**src/rtl/cb_skew_pipe.sv**
```systemverilog
// cb_skew_pipe
//   Cycle-granular clocking-block engine. It is placed between a DUT register
//   stage and the bench/sequencer side. Inputs are sampled with a
//   programmable look-back. Drive requests are applied after a programmable
//   delay. The output skew is changed only once the drive slots have drained,
//   so that requests already in flight never collide with new ones.
//
// Ports
//   clk, rst        clock; synchronous active-high reset
//   q_i             raw signals to sample, channel c at [c*WIDTH +: WIDTH]
//   cb_q_o          sample taken in_skew_o edges ago
//   cb_q_valid_o    history is deep enough for the current input skew
//   d_i, d_valid_i  per-channel drive data and request
//   d_ready_o       requests are accepted this cycle
//   d_o             driven outputs; each holds its value between updates
//   cfg_we_i        skew reconfiguration pulse with in_skew_i / out_skew_i
//   cfg_busy_o      reconfiguration waiting for the drive slots to drain
//   in_skew_o,
//   out_skew_o      skews currently in effect
module cb_skew_pipe #(
    parameter int WIDTH        = 8,
    parameter int CHANNELS     = 2,
    parameter int MAX_IN_SKEW  = 3,
    parameter int MAX_OUT_SKEW = 4,
    parameter int IN_SKEW_RST  = 3,
    parameter int OUT_SKEW_RST = 2,
    // Derived width of the skew fields; do not override.
    parameter int SW = $clog2(((MAX_IN_SKEW > MAX_OUT_SKEW) ? MAX_IN_SKEW : MAX_OUT_SKEW) + 1)
) (
    input  logic                      clk,
    input  logic                      rst,
    input  logic [CHANNELS*WIDTH-1:0] q_i,
    output logic [CHANNELS*WIDTH-1:0] cb_q_o,
    output logic                      cb_q_valid_o,
    input  logic [CHANNELS*WIDTH-1:0] d_i,
    input  logic [CHANNELS-1:0]       d_valid_i,
    output logic                      d_ready_o,
    output logic [CHANNELS*WIDTH-1:0] d_o,
    input  logic                      cfg_we_i,
    input  logic [SW-1:0]             in_skew_i,
    input  logic [SW-1:0]             out_skew_i,
    output logic                      cfg_busy_o,
    output logic [SW-1:0]             in_skew_o,
    output logic [SW-1:0]             out_skew_o
);

    localparam int FW = $clog2(MAX_IN_SKEW + 2);
    localparam logic [FW-1:0] FILL_MAX = FW'(MAX_IN_SKEW + 1);
    localparam logic [SW-1:0] IN_RST_C  = SW'((IN_SKEW_RST  > MAX_IN_SKEW)  ? MAX_IN_SKEW  : IN_SKEW_RST);
    localparam logic [SW-1:0] OUT_RST_C = SW'((OUT_SKEW_RST > MAX_OUT_SKEW) ? MAX_OUT_SKEW : OUT_SKEW_RST);

    typedef enum logic {RUN, DRAIN} state_t;

    function automatic logic [SW-1:0] clamp_skew(input logic [SW-1:0] s, input int max_v);
        if (int'(s) > max_v) return SW'(max_v);
        return s;
    endfunction

    logic [WIDTH-1:0]        r_hist   [CHANNELS][MAX_IN_SKEW+1];
    logic [FW-1:0]           r_fill;
    logic [WIDTH-1:0]        r_slot_d [CHANNELS][MAX_OUT_SKEW];
    logic [MAX_OUT_SKEW-1:0] r_slot_v [CHANNELS];
    logic [CHANNELS*WIDTH-1:0] r_d_o;
    state_t                  r_state;
    logic                    r_d_ready;
    logic                    r_cfg_busy;
    logic [SW-1:0]           r_in_skew, r_out_skew;
    logic [SW-1:0]           r_pend_in, r_pend_out;

    // Slot MAX_OUT_SKEW is never stored. Only a request with the maximum
    // skew enters it, and every slot is shifted down in the same cycle.
    logic [WIDTH-1:0]        w_stage_d [CHANNELS][MAX_OUT_SKEW+1];
    logic [MAX_OUT_SKEW:0]   w_stage_v [CHANNELS];
    logic [WIDTH-1:0]        w_next_d  [CHANNELS][MAX_OUT_SKEW];
    logic [MAX_OUT_SKEW-1:0] w_next_v  [CHANNELS];
    logic                    w_next_empty;
    logic                    w_collide;

    // Input history and look-back select
    always_ff @(posedge clk) begin
        if (rst) begin
            for (int c = 0; c < CHANNELS; c++)
                for (int k = 0; k <= MAX_IN_SKEW; k++)
                    r_hist[c][k] <= '0;
            r_fill <= '0;
        end else begin
            for (int c = 0; c < CHANNELS; c++) begin
                r_hist[c][0] <= q_i[c*WIDTH +: WIDTH];
                for (int k = 1; k <= MAX_IN_SKEW; k++)
                    r_hist[c][k] <= r_hist[c][k-1];
            end
            if (r_fill != FILL_MAX)
                r_fill <= r_fill + FW'(1);
        end
    end

    always_comb begin
        cb_q_o = '0;
        for (int c = 0; c < CHANNELS; c++)
            for (int k = 0; k <= MAX_IN_SKEW; k++)
                if (int'(r_in_skew) == k)
                    cb_q_o[c*WIDTH +: WIDTH] = r_hist[c][k];
    end

    assign cb_q_valid_o = (int'(r_fill) > int'(r_in_skew));

    // Drive slots. A request is inserted at index out_skew before the shift,
    // so that it reaches d_o exactly out_skew edges after acceptance.
    always_comb begin
        w_next_empty = 1'b1;
        w_collide    = 1'b0;
        for (int c = 0; c < CHANNELS; c++) begin
            w_stage_v[c] = '0;
            for (int k = 0; k < MAX_OUT_SKEW; k++) begin
                w_stage_d[c][k] = r_slot_d[c][k];
                w_stage_v[c][k] = r_slot_v[c][k];
            end
            w_stage_d[c][MAX_OUT_SKEW] = '0;
            if (r_d_ready && d_valid_i[c]) begin
                for (int k = 0; k <= MAX_OUT_SKEW; k++) begin
                    if (int'(r_out_skew) == k) begin
                        if (w_stage_v[c][k]) w_collide = 1'b1;
                        w_stage_d[c][k] = d_i[c*WIDTH +: WIDTH];
                        w_stage_v[c][k] = 1'b1;
                    end
                end
            end
            for (int k = 0; k < MAX_OUT_SKEW; k++) begin
                w_next_d[c][k] = w_stage_d[c][k+1];
                w_next_v[c][k] = w_stage_v[c][k+1];
            end
            if (w_next_v[c] != '0) w_next_empty = 1'b0;
        end
    end

    always_ff @(posedge clk) begin
        if (rst) begin
            for (int c = 0; c < CHANNELS; c++) begin
                r_slot_v[c] <= '0;
                for (int k = 0; k < MAX_OUT_SKEW; k++)
                    r_slot_d[c][k] <= '0;
            end
            r_d_o <= '0;
        end else begin
            for (int c = 0; c < CHANNELS; c++) begin
                r_slot_v[c] <= w_next_v[c];
                for (int k = 0; k < MAX_OUT_SKEW; k++)
                    r_slot_d[c][k] <= w_next_d[c][k];
                if (w_stage_v[c][0])
                    r_d_o[c*WIDTH +: WIDTH] <= w_stage_d[c][0];
            end
        end
    end

    // Control FSM: skews change only when no drive request is in flight
    always_ff @(posedge clk) begin
        if (rst) begin
            r_state    <= RUN;
            r_d_ready  <= 1'b1;
            r_cfg_busy <= 1'b0;
            r_in_skew  <= IN_RST_C;
            r_out_skew <= OUT_RST_C;
            r_pend_in  <= IN_RST_C;
            r_pend_out <= OUT_RST_C;
        end else begin
            case (r_state)
                RUN: begin
                    if (cfg_we_i) begin
                        if (w_next_empty) begin
                            r_in_skew  <= clamp_skew(in_skew_i, MAX_IN_SKEW);
                            r_out_skew <= clamp_skew(out_skew_i, MAX_OUT_SKEW);
                        end else begin
                            r_pend_in  <= clamp_skew(in_skew_i, MAX_IN_SKEW);
                            r_pend_out <= clamp_skew(out_skew_i, MAX_OUT_SKEW);
                            r_state    <= DRAIN;
                            r_d_ready  <= 1'b0;
                            r_cfg_busy <= 1'b1;
                        end
                    end
                end
                DRAIN: begin
                    if (w_next_empty) begin
                        // A write on the exit edge is the most recent one and wins.
                        r_in_skew  <= cfg_we_i ? clamp_skew(in_skew_i, MAX_IN_SKEW)   : r_pend_in;
                        r_out_skew <= cfg_we_i ? clamp_skew(out_skew_i, MAX_OUT_SKEW) : r_pend_out;
                        r_state    <= RUN;
                        r_d_ready  <= 1'b1;
                        r_cfg_busy <= 1'b0;
                    end else if (cfg_we_i) begin
                        r_pend_in  <= clamp_skew(in_skew_i, MAX_IN_SKEW);
                        r_pend_out <= clamp_skew(out_skew_i, MAX_OUT_SKEW);
                    end
                end
                default: r_state <= RUN;
            endcase
        end
    end

    always @(posedge clk) begin
        if (!rst) assert (!w_collide);
    end

    assign d_o        = r_d_o;
    assign d_ready_o  = r_d_ready;
    assign cfg_busy_o = r_cfg_busy;
    assign in_skew_o  = r_in_skew;
    assign out_skew_o = r_out_skew;

endmodule

```
**config.mk**
```make
export PLATFORM = sky130hd
export DESIGN_NAME = cb_skew_pipe
export DESIGN_NICKNAME = d
export VERILOG_FILES = /design/src/rtl/cb_skew_pipe.sv
export SDC_FILE = /design/constraint.sdc
export NUM_CORES = 1
export LEC_CHECK = 0
export BUFFER_PORTS_ARGS = -buffer_cell sky130_fd_sc_hd__buf_2
export CAP_MARGIN = 40
export CORE_ASPECT_RATIO = 0.7
export CORE_UTILIZATION = 51
export CTS_CLUSTER_DIAMETER = 80
export DETAILED_ROUTE_END_ITERATION = 12
export PLACE_DENSITY_LB_ADDON = 0.3
export SLEW_MARGIN = 15
export SYNTH_ARGS = -nofsm -noshare
export SYNTH_HDL_FRONTEND = slang
export SYNTH_SLANG_ARGS = --single-unit
```
**constraint.sdc**
```tcl
create_clock -name clk -period 1.8 [get_ports clk]
set_clock_uncertainty 0.1 [all_clocks]
set_input_delay 0.09 -clock clk [delete_from_list [all_inputs] [get_ports clk]]
set_output_delay 0.09 -clock clk [all_outputs]
set_load 0.01 [all_outputs]
```
## After elaboration in Yosys (flattened, before gate mapping)

Memory sizes are Yosys's and may differ from the RTL's.
Cells that the tools add are included.

| storage, ports and cells | value |
|---|---|
| register bits after elaboration | 34 |
| RAM bits | 136 |
| input bits | 43 |
| output and inout port bits | 41 |
| word-level logic and storage cells | 184 |
| memories kept | 3 |

Memory list:

| memory | words | bits a word | read ports | clocked after memory_dff | write ports | RTL line | source |
|---|---|---|---|---|---|---|---|
| r_hist | 2 | 32 | 2 | 0 | 2 | 59 | `logic [WIDTH-1:0] r_hist [CHANNELS][MAX_IN_SKEW+1];` |
| r_slot_d | 2 | 32 | 2 | 0 | 2 | 61 | `logic [WIDTH-1:0] r_slot_d [CHANNELS][MAX_OUT_SKEW];` |
| r_slot_v | 2 | 4 | 2 | 0 | 2 | 62 | `logic [MAX_OUT_SKEW-1:0] r_slot_v [CHANNELS];` |

| cells by class | value |
|---|---|
| add/sub/neg operators | 1 |
| magnitude comparators | 3 |
| equal/unequal tests | 14 |
| mux-type cells | 125 |
| bitwise gates (word level) | 19 |
| reduce and logical (&&, ||, !) cells | 9 |

Operator list:

| kind | number |
|---|---|
| 2-to-1 mux 8 bit | 34 |
| 2-to-1 mux 40 bit | 2 |
| 2-to-1 mux 3 bit | 26 |
| 2-to-1 mux 1 bit | 52 |
| case mux 3 bit (2 select lines) | 4 |
| OR 1 bit | 18 |
| equality test 3 bit, second input constant | 5 |
| 2-to-1 mux 5 bit | 2 |
| inequality test 2 bit, second input constant | 5 |
| 2-to-1 mux 4 bit | 2 |
| nonzero test 4 bit | 2 |
| equality test 3 x 2 -> 1 bit, second input constant | 2 |
| logical NOT 3 bit | 2 |
| case mux 1 bit (2 select lines) | 3 |
| AND reduction 3 bit | 2 |
| AND reduction 4 bit | 1 |
| adder 3 x 1 -> 3 bit, second input constant | 1 |
| > comparator 3 x 2 -> 1 bit, second input constant | 1 |
| > comparator 3 bit | 1 |
| > comparator 3 bit, second input constant | 1 |
| inequality test 3 bit, second input constant | 1 |
| logical AND 1 bit | 2 |
| inequality test 2 x 1 -> 1 bit, second input constant | 1 |
| inverter 1 bit | 1 |

## Longest topological paths before layout

Gate-level depths: netlist of run 1.

| depth | value |
|---|---|
| depth after elaboration | 14 |
| gate-level depth with buffers | 9 |
| mapped depth without buffers | 7 |

## Worst setup path before layout of run 1

Ideal clock, no wire load.

| timing | value |
|---|---|
| path kind | register -> register |
| start | register r_out_skew[0] (netlist: out_skew_o[0]) |
| end | register r_pend_out[0] |
| library setup time | 0.128 ns |
| arrival time | 1.786 ns |
| data required time | 1.572 ns |
| setup slack | -0.214 ns |
| cell stages (with the launch flop) | 9 |
| buffers on the path | 1 |
| period minus slack after synthesis | 2.014 ns |
| cell sequence | dfxtp_1 nor2_2 xnor2_1 a21oi_1 ha_1 or3b_1 buf_2 mux2i_1 nor2_1 |

| between the ends | value |
|---|---|
| word-level cells in the longest chain between the ends | 8 |
| elaborated cells on any way between the ends | 20 |
| those cells by class | 6 x eq/ne; 11 x mux; 3 x reduce/logical |

RTL lines:

| item | RTL line | source |
|---|---|---|
| start, declared | 67 | `logic [SW-1:0] r_in_skew, r_out_skew;` |
| start signal, assigned | 171 | `r_out_skew <= clamp_skew(out_skew_i, MAX_OUT_SKEW);` |
| start signal, assigned | 185 | `r_out_skew <= cfg_we_i ? clamp_skew(out_skew_i, MAX_OUT_SKEW) : r_pend_out;` |
| equality test 3 x 2 -> 1 bit / equality test 3 bit (equally long branches) | 121 | `if (int'(r_out_skew) == k) begin` |
| 2-to-1 mux 1 bit | 121 |  |
| 2-to-1 mux 5 bit | 119 | `if (r_d_ready && d_valid_i[c]) begin` |
| nonzero test 4 bit | 132 | `if (w_next_v[c] != '0) w_next_empty = 1'b0;` |
| 2-to-1 mux 1 bit | 132 |  |
| 2-to-1 mux 1 bit (*) | 132 |  |
| inequality test 2 bit (no source line) | - |  |
| AND reduction 4 bit (no source line) (*) | - |  |
| end signal, assigned | 174 | `r_pend_out <= clamp_skew(out_skew_i, MAX_OUT_SKEW);` |
| end signal, assigned | 191 | `r_pend_out <= clamp_skew(out_skew_i, MAX_OUT_SKEW);` |
| end, declared | 68 | `logic [SW-1:0] r_pend_in, r_pend_out;` |

Every way passes the cells marked *; elsewhere a longest branch is shown, timed or not.
A chain may end at the register's enable or synchronous reset.

==> run metrics, run 1 <==
share of layout cells above drive strength 1 30.56%; cells after synthesis 596; Worst Path Max Fanout 3; DRT Pass-1 Iters 4; Slew headroom 64.37%; met2 wire length 6773 um; FILL cells 867; unrepaired setup endpoints after global routing yes; Synth area leader dfxtp_1; final worst-path cycle share 112.7%; syn_nets 648; final setup TNS -3.128 ns; IO buf count 83; register bit total from synthesis 170; CTS clk-pin slew, worst paths 0.06 ns; critical path capture point type flop; Mapped Area 0.006430 sq mm; ys flop type dfxtp_1; Detail Route Antenna Nets 0; Clock Tree Root clkbuf_16; main combinational cell family by area after synthesis simple AND/OR/NAND/NOR gates; failing checks setup timing; Via-to-Cell Ratio 5.161; clk buf depth 2; met3 WL 619 um; Yosys warnings 0; Tightest Hold Check Type input pin to flop; Post-synth EDFFs 0; area share of xor/xnor cells in the synthesized design 0.2724%; initial DRC count 255; Post-route DRC 0; grt ovf 0; initial core utilization 53.70%; Highest Signal Layer met4; hpwl dp 8709 um; TritonCTS clock tree built; Critical Path AT 2.22 ns; Worst Slack Setup Final -0.2286 ns; final hold vios 0; Antenna Diode Count 0; Site Rows 33; Avg Synthesized Cell Area 10.79 sq um; Clk Latency, worst-skew pair 0.42 ns; Setup CP Type flop to flop; CP required 1.99 ns; vias in the first global route 4741; ys async rst share 0%; via count 4660; CTS sink cnt 170; global-route wire length before repair 23230 um; CTS Buf Count 17; initial antenna violation count 0; Lkg Pwr 3.781 nW; post-synthesis simple-gate area fraction 19.19%; die width 136.2 um; Yosys cell types 49; Worst VDD drop 1.116 mV; WL/cell 15.78 um; RD Place Congestion 0.8614; crit start category flop; post-synthesis compound-gate area fraction 3.269%; Layout Utilization 70.37%; largest cells by area after synthesis dfxtp_1 53%, mux2i_1 10%, nor2b_1 6.7%; drt total wl 14250 um; Core Region 0.01197 sq mm; Synth top area share 52.93%; NumNets Final 785; pin count of the biggest net entering global routing 76; routed length on met1 6545 um; CTS HTree Levels 4; worst slew pin tran 0.5324 ns; Final setup viols 28; Slew Limit Fails 0; Adder-Cell Fraction of Synth Area 1.751%; Cell Pwr Density 1335 mW/mm^2; Vert. Die Dim 95.95 um; # IOs 84; Fmax achieved 493.0 MHz; register area share after synthesis 52.93%; Total Routing Usage GR 23.37%; total die area 0.01307 sq mm; mux cell area share after synthesis 19.15%; worst hold margin 0.01361 ns; Max-Cap Viols 0; area grow syn2layout 31.04%; crit path time final 2.029 ns; outcome finished, violations left
[cells in the final DEF, fill, tap and decap left out, types with 3 or more instances in the layout]
master,n
clkinv_4,3
buf_4,22
inv_6,6
clkbuf_16,17
and2_1,23
o21a_1,5
ha_4,4
nand3_1,5
o21ai_2,3
and3_1,3
o211ai_1,3
mux2i_1,66
ha_1,3
dfxtp_1,163
mux2_2,16
nor2_1,11
nor2b_1,68
buf_2,72
nor3_1,4
mux4_2,15
dlygate4sd3_1,38
clkinv_2,3
dfxtp_4,3
nor2_4,3
and2_4,11
buf_12,7
buf_6,14
inv_1,11
dfxtp_2,4
nand2_1,93
a21oi_1,7
[area by class of cell]
type / instances / area (sq um) / area share [%]
sequential: 170 / 3420 / 40.59
multi-input combinational: 378 / 2990 / 35.49
timing repair buffer: 153 / 1204 / 14.29
clock buffer: 17 / 425.4 / 5.049
tap: 157 / 196.4 / 2.331
clock inverter: 15 / 138.9 / 1.648
inverter: 13 / 51.30 / 0.6089
[power breakdown]
group / switching [mW] / internal, mW / leakage (nW)
Clock: 1.56 / 1.93 / 0.275
Combinational: 1.64 / 1.75 / 2.12
Sequential: 0.246 / 4.13 / 1.39
Total: 3.44 / 7.80 / 3.78
[kinds of logic after synthesis]
family          after synthesis
compound gates               31
xor+xnor                      2
fa+ha+maj                     9
buf+inv                      48
flops                       170
mux                          98
simple gates                238
[critical path, stage by stage (launching register included)]
cell     delay (ns)
dfxtp_2        0.34
nor4_4         0.29
nand2_1        0.13
a21o_1         0.23
ha_4           0.19
or2_4          0.28
buf_4          0.14
o21ai_2        0.13
a21oi_1        0.08
[metrics by stage]
stage | total power, mW | std cells | setup slack (ns) | instance area (sq um)
CTS | 11.11 | 904 | -0.2256 | 8334
global placement | 6.882 | 826 | -0.1053 | 7156
global route | 11.79 | 903 | -0.2548 | 8426
floorplan | 6.160 | 596 | -0.03712 | 6472
detailed placement | 7.010 | 826 | -0.2852 | 7156
finish | 11.25 | 903 | -0.2286 | 8426
[flip-flops by register name, indices dropped and copies added (netlist names)]
register / cells
r_hist: 64
r_slot_d: 64
d_o: 16
r_slot_v: 8
in_skew_o: 3
out_skew_o: 3
r_fill: 3
r_pend_in: 3
r_pend_out: 3
cfg_busy_o: 1
d_ready_o: 1
r_state: 1
[worst paths after layout]
path | slack, ns | start | end | cells past startpoint
worst min-delay path | 0.01 | cfg_we_i | d_ready_o | 3
worst max-delay path | -0.23 | r_slot_v[0][1] | in_skew_o[2] | 8
worst min register to register | 0.34 | r_slot_d[0][12] | r_slot_d[0][20] | 2
worst max register to register | -0.23 | r_slot_v[0][1] | in_skew_o[2] | 8
[routing by layer]
metal / track usage (%) / up-vias
met5: 0 / -
met4: 9.630 / 0
met3: 6.372 / 30
met2: 38.07 / 106
met1: 29.45 / 2258
li1: - / 2266
[cell usage after synthesis, types with 2 or more instances]
| cell | number |
|---|---|
| mux4_2 | 8 |
| clkbuf_1 | 20 |
| nand2_2 | 2 |
| and3_1 | 3 |
| buf_2 | 10 |
| nand3_1 | 5 |
| or2_2 | 2 |
| o21ai_0 | 5 |
| xnor2_1 | 2 |
| mux2i_1 | 66 |
| mux2_2 | 16 |
| nand4_1 | 2 |
| nor3_1 | 4 |
| a311oi_1 | 2 |
| a21oi_1 | 8 |
| inv_1 | 12 |
| ha_1 | 9 |
| and2_1 | 34 |
| nor2_1 | 13 |
| nand2_1 | 93 |
| mux4_1 | 8 |
| o21a_1 | 5 |
| o211ai_1 | 3 |
| nor2b_1 | 69 |
| dfxtp_1 | 170 |
| and4_1 | 2 |
[what timing repair did]
item / in CTS / in global routing
hold buffers: 38 / 0
endpoints found under the setup margin: 30 / 33
hold endpoints to repair: 105 / 0
buffers inserted: 6 / 1
resized for setup: 44 / 31
pin swaps: 25 / 11
gates cloned: 2 / 0
No activity file was read; power rests on OpenSTA's default activity.
==> inputs of run 2 (changes only) <==
--- a/config.mk
+++ b/config.mk
@@ -8,6 +8,7 @@
 export BUFFER_PORTS_ARGS = -buffer_cell sky130_fd_sc_hd__buf_2
 export CAP_MARGIN = 40
 export CORE_ASPECT_RATIO = 0.7
+export CORE_MARGIN = 8
 export CORE_UTILIZATION = 51
 export CTS_CLUSTER_DIAMETER = 80
 export DETAILED_ROUTE_END_ITERATION = 12
==> run 2 against run 1 <==
  * Die area up 26%
  * Cell area increased by 0.77%
  * Setup slack improved by 0.043 ns
  * Clock power is 4% higher
  * The run still ends with setup timing left
  * Clock-buffer cell count rose by 1
  * Largest cell class unchanged
  * Sequential share of layout area down 0.30 points
  * Routed wire length is 7.0% higher
  * Worst hold slack better by 0.030 ns
  * Sequential cell count unchanged
  * Largest power group unchanged
==> run metrics, run 2 (same netlist as run 1, synthesis figures left out) <==
Worst Slack Setup Final -0.1856 ns; Worst Path Max Fanout 5; via count 4647; area grow syn2layout 32.05%; Slew Limit Fails 0; unrepaired setup endpoints after global routing yes; grt ovf 0; die width 150.2 um; Fmax achieved 503.6 MHz; clk buf depth 2; final setup TNS -2.959 ns; reg2reg setup slack -0.19 ns; TritonCTS clock tree built; Critical Path AT 2.19 ns; Layout Utilization 68.59%; outcome finished, violations left; IO buf count 83; Clk Latency, worst-skew pair 0.42 ns; CP max stage delay 0.35 ns; critical path capture point type flop; vias in the first global route 4683; Post-route DRC 0; Via-to-Cell Ratio 5.112; CTS sink cnt 170; WL/cell 16.77 um; Lkg Pwr 3.797 nW; NumNets Final 786; Final setup viols 27; Crit path depth 7; Cell Pwr Density 1360 mW/mm^2; CP Cell Sequence nor4_4, nand2_1, a21o_1, ha_4, nor2_4, nand2_1, o311ai_1; hpwl dp 8987 um; drt total wl 15240 um; Tightest Hold Check Type input pin to flop; crit path time final 1.986 ns; Site Rows 34; # IOs 84; CTS HTree Levels 4; Worst Setup EP in_skew_o[0]; Core Region 0.01238 sq mm; Max-Cap Viols 0; Vert. Die Dim 109.9 um; Most common cell on crit path nand2_1; reg2reg end in_skew_o[0]; RD Place Congestion 0.8522; total die area 0.01651 sq mm; commonest non-fill, non-tap cell in the layout dfxtp_1; DRT Pass-1 Iters 5; Worst VDD drop 0.8005 mV; Total Routing Usage GR 17.96%; crit start category flop; Slew headroom 58.30%; share of layout cells above drive strength 1 31.06%; Antenna Diode Count 0; failing checks setup timing; CTS Buf Count 17; R2R Path Start r_slot_v[0][1]; pin count of the biggest net entering global routing 92; Setup CP Type flop to flop; FILL cells 897; initial antenna violation count 1; Worst Setup SP r_slot_v[0][1]; Slowest-stage cell, CP o311ai_1; global-route wire length before repair 23370 um; most frequent cells in the layout 162 x dfxtp_1, 91 x nand2_1, 69 x buf_2, 68 x nor2b_1, 66 x mux2i_1; initial core utilization 51.94%; final hold vios 0; FF-to-FF path depth 7; final worst-path cycle share 110.3%; worst slew pin tran 0.6232 ns; Clock Tree Root clkbuf_16; final std cells w/o fill 909; initial DRC count 261; CTS clk-pin slew, worst paths 0.07 ns; CP required 2.00 ns; placed cell count 826; Detail Route Antenna Nets 0; Bufs and invs on worst path 0; CP top delay family simple AND/OR/NAND/NOR gates
[run 2: cell types whose count changed in the layout (fill, tap and decap cells not counted), sizes merged]
cell         before  now
clkinv            6    4
or3b              1    2
inv              19   21
clkinvlp          2    1
dlygate4sd3      38   39
clkbuf           17   18
buf             115  114
[run 2: cell type report]
cell class,count,area [sq um],share of cell area [%]
flip-flops and latches,170,3421,40.29
clock buffers,18,439.2,5.172
inverters,13,51.30,0.6042
multi-input cells,379,2998,35.31
clock inverters,14,153.9,1.813
well taps,162,202.7,2.387
repair buffers,153,1225,14.43
[run 2: report_power, final]
part,total [mW],internal [mW],switching (mW)
Clock,3.63,2.01,1.63
Sequential,4.40,4.13,0.275
Combinational,3.51,1.80,1.70
[run 2: how the worst min path moves through the flow]
stage / startpoint / to / slack (ns) / depth (start not counted)
after global routing: cfg_we_i / cfg_busy_o / 0.07 / 3
after CTS: cfg_we_i / cfg_busy_o / 0.03 / 3
after global placement: q_i[10] / r_hist[1][26] / 0.20 / 2
final: cfg_we_i / cfg_busy_o / 0.04 / 3
after detailed placement: q_i[2] / r_hist[0][26] / 0.20 / 2
after floorplan: d_i[0] / r_slot_d[0][0] / 0.11 / 1
[run 2: tightest hold or removal path: cells and delay by family]
kind | cells | cell delay, ns
buf+inv | 1 | 0.14
simple gates | 1 | 0.18
compound gates | 1 | 0.12
[run 2: what timing repair did]
item,4_1_cts,5_1_grt
gates resized for setup,49,32
hold buffers,39,0
setup buffers,5,5
pin swaps,22,11
gates cloned,2,0
endpoints found under the setup margin,29,28
endpoints found under the hold margin,108,0
[run 2: stage by stage]
step | total power [mW] | hold WS (ns) | area, sq um | setup WS [ns]
after global routing | 12.03 | 0.06912 | 8491 | -0.2485
after floorplan | 6.160 | 0.1117 | 6472 | -0.03712
after global placement | 6.833 | 0.1995 | 7112 | -0.1444
after CTS | 11.14 | 0.03220 | 8293 | -0.1631
final | 11.55 | 0.04320 | 8491 | -0.1856
after detailed placement | 6.939 | 0.2041 | 7112 | -0.1730
[run 2: per-layer routing]
layer | track usage (%) | vias up | share of wire, %
li1 | - | 2271 | -
met1 | 21.79 | 2236 | 43
met2 | 30.00 | 119 | 51
met3 | 4.893 | 19 | 5.3
met4 | 7.392 | 2 | 1.2
met5 | 0 | - | 0.079
==> inputs of run 3 (changes only) <==
--- a/config.mk
+++ b/config.mk
@@ -13,6 +13,7 @@
 export CTS_CLUSTER_DIAMETER = 80
 export DETAILED_ROUTE_END_ITERATION = 12
 export PLACE_DENSITY_LB_ADDON = 0.3
+export RECOVER_POWER = 50
 export SLEW_MARGIN = 15
 export SYNTH_ARGS = -nofsm -noshare
 export SYNTH_HDL_FRONTEND = slang
==> run 3 against run 2 <==
  * The run still ends with setup timing left
  * Cell area is 0.25% lower
  * Clock-buffer cell count stayed put
  * Routed wire length is 0.11% lower
  * Critical path type unchanged
  * Combinational power hardly changed
  * Sequential share of layout area is 0.10 points higher
  * Largest power group unchanged
  * Setup slack better by 0.0030 ns
  * Sequential cell count stayed put
  * Non-clock buffer count stayed put
  * Die area stayed put
==> run metrics, run 3 (same netlist as run 1, synthesis figures left out) <==
Bufs and invs on worst path 0; initial antenna violation count 1; Critical Path AT 2.18 ns; CP top delay family simple AND/OR/NAND/NOR gates; RD Place Congestion 0.8522; most frequent cells in the layout 162 x dfxtp_1, 91 x nand2_1, 68 x nor2b_1, 66 x mux2i_1, 52 x buf_2; CP Cell Sequence nor4_4, nand2_1, a21o_1, ha_4, nor2_4, nand2_1, o311ai_1; worst slack at placement -0.1730 ns; reg2reg end in_skew_o[0]; pin count of the biggest net entering global routing 92; Cell Pwr Density 1362 mW/mm^2; Slowest-stage cell, CP dfxtp_2; FILL cells 902; TritonCTS clock tree built; Hold Path End cfg_busy_o; CTS Buf Count 17; total die area 0.01651 sq mm; NumNets Final 786; critical path capture point type flop; area grow syn2layout 31.72%; drt total wl 15230 um; share of layout cells above drive strength 1 28.78%; final setup TNS -2.993 ns; CTS HTree Levels 4; Total Routing Usage GR 17.96%; vias in the first global route 4683; reg2reg setup slack -0.18 ns; Worst Path Max Fanout 5; R2R Path Start r_slot_v[0][1]; unrepaired setup endpoints after global routing yes; Via-to-Cell Ratio 5.140; Clk Latency, worst-skew pair 0.42 ns; Worst Slack Setup Final -0.1825 ns; CTS clk-pin slew, worst paths 0.06 ns; Post-route DRC 0; Slew headroom 58.24%; Detail Route Antenna Nets 0; Crit path depth 7; clk buf depth 2; Tightest Hold Check Type input pin to flop; commonest non-fill, non-tap cell in the layout dfxtp_1; hpwl dp 8987 um; WL/cell 16.75 um; Final setup viols 27; die width 150.2 um; initial DRC count 288; Site Rows 34; Worst Setup SP r_slot_v[0][1]; Clock Tree Root clkbuf_16; final worst-path cycle share 110.1%; Most common cell on crit path nand2_1; Fmax achieved 504.4 MHz; origin of the worst min-delay path cfg_we_i; final hold vios 0; via count 4672; Slew Limit Fails 0; CTS sink cnt 170; grt ovf 0; Core Region 0.01238 sq mm; Max-Cap Viols 0; FF-to-FF path depth 7; worst slew pin tran 0.6241 ns; CP max stage delay 0.34 ns; outcome finished, violations left; initial core utilization 51.94%; crit start category flop; IO buf count 83; Setup CP Type flop to flop; global-route wire length before repair 23370 um; Worst VDD drop 0.7977 mV; DRT Pass-1 Iters 4; failing checks setup timing; Hold Path Stages 3; # IOs 84; Vert. Die Dim 109.9 um; Lkg Pwr 3.724 nW; CP required 2.00 ns; Antenna Diode Count 0; Total Power 11.54 mW; crit path time final 1.983 ns
-- run 3: repair_timing --
item | CTS | global route
gates resized for setup | 49 | 32
endpoints found under the hold margin | 108 | 0
hold buffers | 39 | 0
buffers inserted | 5 | 5
pin swaps | 22 | 11
cloned | 2 | 0
setup endpoints to repair | 29 | 28
-- run 3: worst max path at each step --
| stage | end |
|---|---|
| finish | in_skew_o[0] |
| global route | in_skew_o[0] |
| CTS | cb_q_o[14] |
| detailed placement | in_skew_o[0] |
| global placement | in_skew_o[0] |
| floorplan | r_pend_out[0] |
-- run 3: routing by layer --
layer  up-vias  routed length [um]  track usage (%)
met2       119                7706            30.00
met3        18                 764            4.893
met5         -                  12                0
met4         2                 170            7.392
met1      2260                6572            21.79
li1       2273                   -                -
-- run 3: tightest hold or removal path: cells and delay by family --
| kind | cells | cell delay [ns] |
|---|---|---|
| AOI/OAI and AO/OA | 1 | 0.12 |
| buffers and inverters | 1 | 0.14 |
| and+or+nand+nor | 1 | 0.18 |
-- run 3: final cells by class --
class	count	area [sq um]	share of cell area [%]
clock inverter	14	153.9	1.817
multi-input combinational	379	2998	35.40
inverter	13	51.30	0.6057
tap	162	202.7	2.393
timing repair buffer	153	1204	14.21
clock buffer	18	439.2	5.185
sequential	170	3421	40.39
-- run 3: through the flow --
stage	std cells	util, %	hold WS (ns)	cell area [sq um]
4_1_cts	904	66.99	0.03220	8293
6_report	909	68.42	0.04645	8469
3_5_place_dp	826	57.45	0.2041	7112
2_1_floorplan	596	-	0.1117	6472
5_1_grt	909	68.42	0.06912	8469
3_3_place_gp	826	57.45	0.1995	7112
-- run 3: power breakdown --
group          internal, mW  switching, mW  total (mW)
logic                  1.79           1.71        3.50
clock network          2.01           1.63        3.63
registers              4.13          0.277        4.41
total                  7.93           3.61        11.5
